[src/rtl/cdb_arbiter.sv]
// Round-robin arbiter placing one buffered FU result per cycle onto the
// registered common data bus; each FU owns a one-entry holding buffer.
module cdb_arbiter #(
  parameter int NUM_FU    = 5,
  parameter int RS_TAG_W  = 3,
  parameter int ROB_TAG_W = 3,
  parameter int XLEN      = 32
) (
  input  logic                          clock,
  input  logic                          reset,
  input  logic                          flush,
  input  logic [NUM_FU-1:0]             fu_valid,
  input  logic [NUM_FU*RS_TAG_W-1:0]    fu_rs_tag,
  input  logic [NUM_FU*ROB_TAG_W-1:0]   fu_rob_tag,
  input  logic [NUM_FU*XLEN-1:0]        fu_value,
  output logic [NUM_FU-1:0]             fu_ready,
  output logic                          cdb_valid,
  output logic [RS_TAG_W-1:0]           cdb_rs_tag,
  output logic [ROB_TAG_W-1:0]          cdb_rob_tag,
  output logic [XLEN-1:0]               cdb_value,
  output logic [NUM_FU-1:0]             cdb_grant
);

  localparam int PTR_W = (NUM_FU > 1) ? $clog2(NUM_FU) : 1;

  logic [NUM_FU-1:0]    buf_valid_q, buf_valid_d;
  logic [RS_TAG_W-1:0]  buf_rs_tag_q  [NUM_FU];
  logic [RS_TAG_W-1:0]  buf_rs_tag_d  [NUM_FU];
  logic [ROB_TAG_W-1:0] buf_rob_tag_q [NUM_FU];
  logic [ROB_TAG_W-1:0] buf_rob_tag_d [NUM_FU];
  logic [XLEN-1:0]      buf_value_q   [NUM_FU];
  logic [XLEN-1:0]      buf_value_d   [NUM_FU];
  logic [PTR_W-1:0]     rr_ptr_q, rr_ptr_d;

  logic                 cdb_valid_q, cdb_valid_d;
  logic [RS_TAG_W-1:0]  cdb_rs_tag_q, cdb_rs_tag_d;
  logic [ROB_TAG_W-1:0] cdb_rob_tag_q, cdb_rob_tag_d;
  logic [XLEN-1:0]      cdb_value_q, cdb_value_d;
  logic [NUM_FU-1:0]    cdb_grant_q, cdb_grant_d;

  logic [NUM_FU-1:0]    grant;
  logic [NUM_FU-1:0]    accept;
  logic [PTR_W-1:0]     win_idx;
  logic                 win_found;

  // Two passes emulate a circular search: indices at/after rr_ptr first, then the wrap.
  always_comb begin
    grant     = '0;
    win_idx   = '0;
    win_found = 1'b0;
    for (int i = 0; i < NUM_FU; i++) begin
      if (!win_found && buf_valid_q[i] && (PTR_W'(i) >= rr_ptr_q)) begin
        win_found = 1'b1;
        win_idx   = PTR_W'(i);
      end
    end
    for (int i = 0; i < NUM_FU; i++) begin
      if (!win_found && buf_valid_q[i] && (PTR_W'(i) < rr_ptr_q)) begin
        win_found = 1'b1;
        win_idx   = PTR_W'(i);
      end
    end
    if (flush) begin
      win_found = 1'b0;
    end
    for (int i = 0; i < NUM_FU; i++) begin
      grant[i] = win_found && (win_idx == PTR_W'(i));
    end
  end

  always_comb begin
    fu_ready = '0;
    for (int i = 0; i < NUM_FU; i++) begin
      fu_ready[i] = !flush && (!buf_valid_q[i] || grant[i]);
    end
    accept = fu_valid & fu_ready;
  end

  always_comb begin
    buf_valid_d   = buf_valid_q;
    buf_rs_tag_d  = buf_rs_tag_q;
    buf_rob_tag_d = buf_rob_tag_q;
    buf_value_d   = buf_value_q;
    cdb_valid_d   = 1'b0;
    cdb_rs_tag_d  = '1;
    cdb_rob_tag_d = '0;
    cdb_value_d   = '0;
    cdb_grant_d   = '0;
    rr_ptr_d      = rr_ptr_q;

    for (int i = 0; i < NUM_FU; i++) begin
      if (grant[i]) begin
        cdb_valid_d   = 1'b1;
        cdb_rs_tag_d  = buf_rs_tag_q[i];
        cdb_rob_tag_d = buf_rob_tag_q[i];
        cdb_value_d   = buf_value_q[i];
        buf_valid_d[i] = 1'b0;
      end
      // A granted buffer may refill at the same edge it drains.
      if (accept[i]) begin
        buf_valid_d[i]   = 1'b1;
        buf_rs_tag_d[i]  = fu_rs_tag[i*RS_TAG_W +: RS_TAG_W];
        buf_rob_tag_d[i] = fu_rob_tag[i*ROB_TAG_W +: ROB_TAG_W];
        buf_value_d[i]   = fu_value[i*XLEN +: XLEN];
      end
    end

    if (win_found) begin
      cdb_grant_d = grant;
      rr_ptr_d    = (win_idx == PTR_W'(NUM_FU - 1)) ? '0 : win_idx + 1'b1;
    end

    if (flush) begin
      buf_valid_d = '0;
      rr_ptr_d    = '0;
    end
  end

  always_ff @(posedge clock or posedge reset) begin
    if (reset) begin
      buf_valid_q   <= '0;
      rr_ptr_q      <= '0;
      cdb_valid_q   <= 1'b0;
      cdb_rs_tag_q  <= '1;
      cdb_rob_tag_q <= '0;
      cdb_value_q   <= '0;
      cdb_grant_q   <= '0;
      for (int i = 0; i < NUM_FU; i++) begin
        buf_rs_tag_q[i]  <= '1;
        buf_rob_tag_q[i] <= '0;
        buf_value_q[i]   <= '0;
      end
    end else begin
      buf_valid_q   <= buf_valid_d;
      rr_ptr_q      <= rr_ptr_d;
      cdb_valid_q   <= cdb_valid_d;
      cdb_rs_tag_q  <= cdb_rs_tag_d;
      cdb_rob_tag_q <= cdb_rob_tag_d;
      cdb_value_q   <= cdb_value_d;
      cdb_grant_q   <= cdb_grant_d;
      for (int i = 0; i < NUM_FU; i++) begin
        buf_rs_tag_q[i]  <= buf_rs_tag_d[i];
        buf_rob_tag_q[i] <= buf_rob_tag_d[i];
        buf_value_q[i]   <= buf_value_d[i];
      end
    end
  end

  assign cdb_valid   = cdb_valid_q;
  assign cdb_rs_tag  = cdb_rs_tag_q;
  assign cdb_rob_tag = cdb_rob_tag_q;
  assign cdb_value   = cdb_value_q;
  assign cdb_grant   = cdb_grant_q;

endmodule
[config.mk]
export PLATFORM = sky130hd
export DESIGN_NAME = cdb_arbiter
export DESIGN_NICKNAME = d
export VERILOG_FILES = /design/src/rtl/cdb_arbiter.sv
export SDC_FILE = /design/constraint.sdc
export NUM_CORES = 1
export LEC_CHECK = 0
export ABC_AREA = 1
export CORE_UTILIZATION = 46
export DETAILED_ROUTE_END_ITERATION = 7
export PLACE_DENSITY = 0.77
export SLEW_MARGIN = 20
export SYNTH_ARGS = -nofsm -noshare
export SYNTH_HDL_FRONTEND = slang
export SYNTH_SLANG_ARGS = --single-unit
[constraint.sdc]
create_clock -name clock -period 8.15 [get_ports clock]
set_clock_uncertainty 0.05 [all_clocks]
set_input_delay 1.63 -clock clock [delete_from_list [all_inputs] [get_ports clock]]
set_output_delay 1.63 -clock clock [all_outputs]
set_load 0.02 [all_outputs]
# [After elaboration in Yosys (flattened, before gate mapping)]
# Cells that the tools add are included.
[word_totals] ff_bits=242 latchBits=0 ram_bits=0 mem_bits_ro=0 inputBits=198 output_inout_bits=49 elab_cells=153 memories=0
[op_classes] n_addsub=1 n_mul=0 n_div=0 order_cmp=10 eq_ne=4 n_shift=0 muxes=55 bitwise_logic=1 reduce_logical=56
[ops] operator="32-bit two-way mux" count=5
[ops] operator="3-bit two-way mux" count=21
[ops] operator="1-bit logical AND" count=29
[ops] operator="1-bit two-way mux" count=27
[ops] operator="1-bit zero test" count=15
[ops] operator="3-bit nonzero test" count=5
[ops] operator="5-bit two-way mux" count=2
[ops] operator="3-bit by 2-bit equality test with 1-bit output (second input constant)" count=2
[ops] operator="1-bit by 3-bit greater-or-equal comparator with 1-bit output (first input constant)" count=2
[ops] operator="2-bit by 3-bit greater-or-equal comparator with 1-bit output (first input constant)" count=2
[ops] operator="1-bit by 3-bit < comparator with 1-bit output (first input constant)" count=2
[ops] operator="2-bit by 3-bit < comparator with 1-bit output (first input constant)" count=2
[ops] operator="5-bit AND" count=1
[ops] operator="1-bit logical OR" count=5
[ops] operator="3-bit by 1-bit adder with 3-bit output (second input constant)" count=1
[ops] operator="3-bit by 1-bit equality test with 1-bit output (second input constant)" count=1
[ops] operator="3-bit equality test (second input constant)" count=1
[ops] operator="3-bit greater-or-equal comparator (first input constant)" count=1
[ops] operator="3-bit zero test" count=1
[ops] operator="3-bit < comparator (first input constant)" count=1
[ops] operator="2-bit nonzero test" count=1

# [Logic depth before layout (Yosys ltp)]
[depth] word_depth=46 depth_mapped=18 depth_no_buf=17

# [Worst setup path before layout]
# No wires, ideal clock.
[synth_timing] path_type="input to output" startpoint="input port flush" endpoint="output port fu_ready[0]" arrival_time_ps=2575 required_time_ps=6470 slack_ps=3895 stages=6 n_path_buf=1 cell_sequence="buf_2 inv_2 nand3_2 o21ai_2 inv_1 nor2_1"
[synth_via] elab_chain_cells=4 elab_cells_between_ends=5 cone_classes="1 x mux; 4 x reduce/logical"
[synth_rtl] element="from (decl)" line_no="11" source="input logic flush,"
[synth_rtl] element="1-bit two-way mux" line_no="63" source="if (flush) begin"
[synth_rtl] element="1-bit logical AND" line_no="67" source="grant[i] = win_found && (win_idx == PTR_W'(i));"
[synth_rtl] element="1-bit logical OR" line_no="74" source="fu_ready[i] = !flush && (!buf_valid_q[i] || grant[i]);"
[synth_rtl] element="1-bit logical AND (*)" line_no="74"
[synth_rtl] element="to (decl)" line_no="16" source="output logic [NUM_FU-1:0] fu_ready,"
# Every way passes the cells marked *; elsewhere a longest branch is shown, timed or not.

# [Final worst setup path]
[layout_timing] startpoint="input port flush" endpoint="output port fu_ready[1]"
# Same word-level chain as after synthesis.

==> impl_summary.md <==
Status
The run finished with clean final reports.

Die
247 I/O pins were placed. Row generation in the floorplan step produced 55 rows. The die footprint is 24300 um^2. The initial cell density of the core is 47.5%. The die height is 156 um. The region available for standard cell placement spans 22900 um^2.

The horizontal die dimension is 156 um.

Place
The global placer's final weighted congestion is 0.896. The HPWL after detailed placement is 21600 um. The cell area after placement is 13500 um^2.

Counting tap cells, the placed design contains a total of 1754 instances. The number of I/O port buffers is 246.

Min path
Along the worst hold path, the cell count comes to 2. The path category of the worst min-delay check is flip-flop to flip-flop.

Route
In the routed layout, each cell is associated on average with a via count of 5.25. In the final routed layout, each cell accounts on average for 17.3 um. In this run, the number of DRC markers left after iteration 0 of detailed routing was 615.

The post-detailed-route DRC marker count is 0. The length of the first detailed-routing pass in iterations is 7. The routed via count is 9468. The detail route stage leaves a number of antenna-violating nets equal to 0. After detailed routing, the total wire length is 31200 um.

Global route
The total overflow left after global routing is 0. The combined global-route utilization of all metal layers is 26.1%. Entering global routing, the biggest net connects 77 pins. The via count of the first global-routing pass is 9197. The number of antenna violations at the first check in global routing was 2. The global-route wire length before repair is 49300 um.

Clocking
Clock tree synthesis selected as its root buffer the cell sky130_fd_sc_hd__clkbuf_16. The total number of clock tree sinks is 242. No sink is reached through more buffers than the 3 on the longest clock path. CTS built an H-tree with a depth of 1. The total clock buffers created by CTS is 26. At the later pin of the worst-skew pair, clock insertion delay measures 0.52 ns. In this run the post-CTS setup repair buffer count came out at 0. The number of gates given a new drive strength after cts is 0. After clock tree synthesis, the clock-pin slew on the worst setup and hold paths is 0.06 ns. The number of hold buffers added after CTS was 0. The TritonCTS clock tree is done.

Finish
Summing all flip-flop and latch instances after layout gives 6080 um^2. In the final layout, the multi-input gates occupy 4130 um^2. In the final layout, the share of cells above drive strength 1 is 9.48%.

The area growth from synthesis to final layout is 32.6%. The post-layout net count is 1671. The final instance area is 14400 um^2. The filler cells instantiated in the layout total 1930. Measured on the finished design, the core utilization comes to 62.9%. The final non-filler cell total is 1803.

Timing
The hold violation total from the final report is 0. Headroom to the max-slew limit came out at 23.3%. For the finished layout, the period the worst path requires is 5.87 ns. The timing-limited maximum frequency is 170 MHz. In the finished design, the share of the clock period the worst path needs comes to 72.0%. The worst-margin pin slew is 1.14 ns. The aggregate negative setup slack is 0 ns. Setup repair after global routing left no endpoint under its margin. The max-slew violation count is 0.

The final number of setup-violating endpoints is 0.

Synth
After synthesis, the mean cell area works out to 8.65 um^2. The flip-flop and latch count after synthesis is 242. The Yosys step of the flow raised 0 warnings. After synthesis, the largest family of logic cells by area is simple AND/OR/NAND/NOR gates.

The multiplexer fraction of the synthesized cell area is 3.94%. The cell area after synthesis is 10900 um^2. By count the netlist is led by sky130_fd_sc_hd__nand2_1, sky130_fd_sc_hd__dfrtp_1, sky130_fd_sc_hd__nand3_1, sky130_fd_sc_hd__o21ai_1, sky130_fd_sc_hd__inv_1. The count of cell types in the netlist is 32. The net count after synthesis is 1459.

The complex-gate fraction of the synthesized area is 4.65%. The synthesized netlist devotes 28.7% of its cell area to simple gates. The most frequent cell after synthesis is sky130_fd_sc_hd__nand2_1. Sequential elements use 55.9% of the synthesized area. The prevailing post-synth register cell is sky130_fd_sc_hd__dfrtp_1. The xor/xnor cell area share of the yosys netlist is 0%. Synthesis handed over a netlist of 1257 instances.

The area share of the leading cell type in the synthesized netlist is 51.5%. The library cell occupying the most area in the post-synthesis netlist is sky130_fd_sc_hd__dfrtp_1. Yosys mapped a number of flops with a built-in enable equal to 0. Sorting the synthesized cells by area gives the leading types as sky130_fd_sc_hd__dfrtp_1, sky130_fd_sc_hd__nand2_1, sky130_fd_sc_hd__nand3_1. The share of flip-flops with an asynchronous set or reset after synthesis is 100%. The adder-cell share of the synthesized area is 0.460%.

Critical path
For the worst flop-to-flop path, the logic depth is 16. In this design, the critical path's most frequently occurring cell is sky130_fd_sc_hd__clkdlybuf4s50_1. The worst setup path is launched from an input port. The maximum cell stage delay along the critical path is 0.76 ns. The setup path with the least slack is of type input port to output port.

Traced cell by cell, the critical path runs through clkdlybuf4s50_1 > inv_2 > nand4_2 > a21oi_4 > buf_4 > clkdlybuf4s50_1. The master of the slowest instance on the critical path is sky130_fd_sc_hd__clkdlybuf4s50_1. At the worst endpoint, the required time is 6.47 ns. The worst setup path is captured at an output port. The largest fanout on the critical path is 40. The arrival time of the worst setup path is 4.19 ns.

Power and ir drop
The worst IR drop on VDD is 162 uV. The analysis attributes to cell leakage a power of 6.99 nW. The total chip power is 4.87 mW. Dividing total power by cell area gives a power density of 338 nW/um^2.

Run
Across the run, the number of max-cap violations was 0.
[worst max-delay path, delay by kind of cell]
kind / cells / cell delay [ns]
AOI/OAI and AO/OA: 1 / 0.15
buffers and inverters: 4 / 2.19
and+or+nand+nor: 1 / 0.20
[flip-flops by register name (all words and copies together) (netlist names)]
name / cells
buf_rob_tag_q: 15
rr_ptr_q: 3
buf_rs_tag_q: 15
cdb_value: 32
cdb_grant: 5
buf_valid_q: 5
cdb_rs_tag: 3
cdb_valid: 1
cdb_rob_tag: 3
buf_value_q: 160
[metrics by stage]
step	hold WS [ns]	setup WS (ns)
floorplan	0.392	3.31
global placement	0.401	2.34
global route	0.429	2.15
finish	0.411	2.28
CTS	0.413	2.28
detailed placement	0.403	2.30
[area by class of cell]
type,count,share of cell area [%]
Antenna cell,2,0.0347
Tap cell,313,2.72
Inverter,63,1.68
Clock inverter,6,0.903
Clock buffer,41,5.75
Sequential cell,242,42.2
Multi-Input combinational cell,870,28.6
Timing Repair Buffer,266,18.1
[per-layer routing]
metal  vias to the layer above  track usage, %  share of wire (%)
li1                       4494               -                  -
met1                      4479            39.2                 45
met2                       416            37.5                 44
met3                        79            4.31                7.5
met4                         0            10.8                3.9
met5                         -               0                  0
[logic make-up after synthesis]
group / after synthesis
simple gates: 735
compound gates: 93
fa+ha+maj: 4
flops: 242
buf+inv: 145
mux: 38
[path summary, 6_finish.rpt]
check	slack, ns	start	to
worst max register to register	4.10	buf_valid_q[2]	cdb_rs_tag[0]
worst min-delay path	0.41	buf_rs_tag_q[0]	buf_rs_tag_q[0]
max in group asynchronous	4.78	reset	buf_rob_tag_q[9]
worst min register to register	0.41	buf_rs_tag_q[0]	buf_rs_tag_q[0]
min in group asynchronous	1.45	reset	buf_value_q[81]
worst max-delay path	2.28	flush	fu_ready[1]
[where the power goes]
part,internal [mW],leakage (nW),total [mW],switching (mW)
registers,1.63,2.98,1.85,0.216
clock network,0.819,0.474,1.29,0.474
logic,0.632,3.54,1.73,1.10
[placed cells by master, fill, tap and decap left out]
cell type / Yosys / layout
sky130_fd_sc_hd__a21oi_4: 0 / 2
sky130_fd_sc_hd__o22ai_1: 1 / 1
sky130_fd_sc_hd__a21oi_1: 4 / 4
sky130_fd_sc_hd__clkinvlp_4: 0 / 1
sky130_fd_sc_hd__ha_1: 4 / 4
sky130_fd_sc_hd__o21a_1: 1 / 1
sky130_fd_sc_hd__nor2_2: 1 / 3
sky130_fd_sc_hd__nand4_2: 3 / 3
sky130_fd_sc_hd__nand3_2: 5 / 5
sky130_fd_sc_hd__diode_2: 0 / 2
sky130_fd_sc_hd__nor3_1: 38 / 38
sky130_fd_sc_hd__o21ai_1: 61 / 61
sky130_fd_sc_hd__inv_2: 4 / 4
sky130_fd_sc_hd__dfstp_2: 18 / 18
sky130_fd_sc_hd__buf_4: 20 / 20
sky130_fd_sc_hd__clkdlybuf4s50_1: 0 / 246
sky130_fd_sc_hd__nand2_1: 440 / 440
sky130_fd_sc_hd__o211ai_1: 1 / 1
sky130_fd_sc_hd__o31ai_1: 3 / 3
sky130_fd_sc_hd__clkinv_1: 1 / 1
sky130_fd_sc_hd__a31oi_4: 0 / 1
sky130_fd_sc_hd__clkbuf_1: 26 / 4
sky130_fd_sc_hd__o21ai_0: 16 / 16
sky130_fd_sc_hd__o21ai_2: 1 / 1
sky130_fd_sc_hd__o32ai_1: 2 / 2
sky130_fd_sc_hd__nand3_1: 194 / 194
sky130_fd_sc_hd__clkbuf_16: 0 / 27
sky130_fd_sc_hd__nor2_4: 1 / 1
sky130_fd_sc_hd__nor2_1: 53 / 51
sky130_fd_sc_hd__clkbuf_8: 0 / 10
sky130_fd_sc_hd__inv_1: 57 / 56
sky130_fd_sc_hd__clkinv_2: 1 / 3
sky130_fd_sc_hd__bufinv_16: 0 / 4
sky130_fd_sc_hd__mux2_2: 38 / 38
sky130_fd_sc_hd__dfrtp_1: 224 / 224
Note: power is estimated with default switching activity, not from simulation.
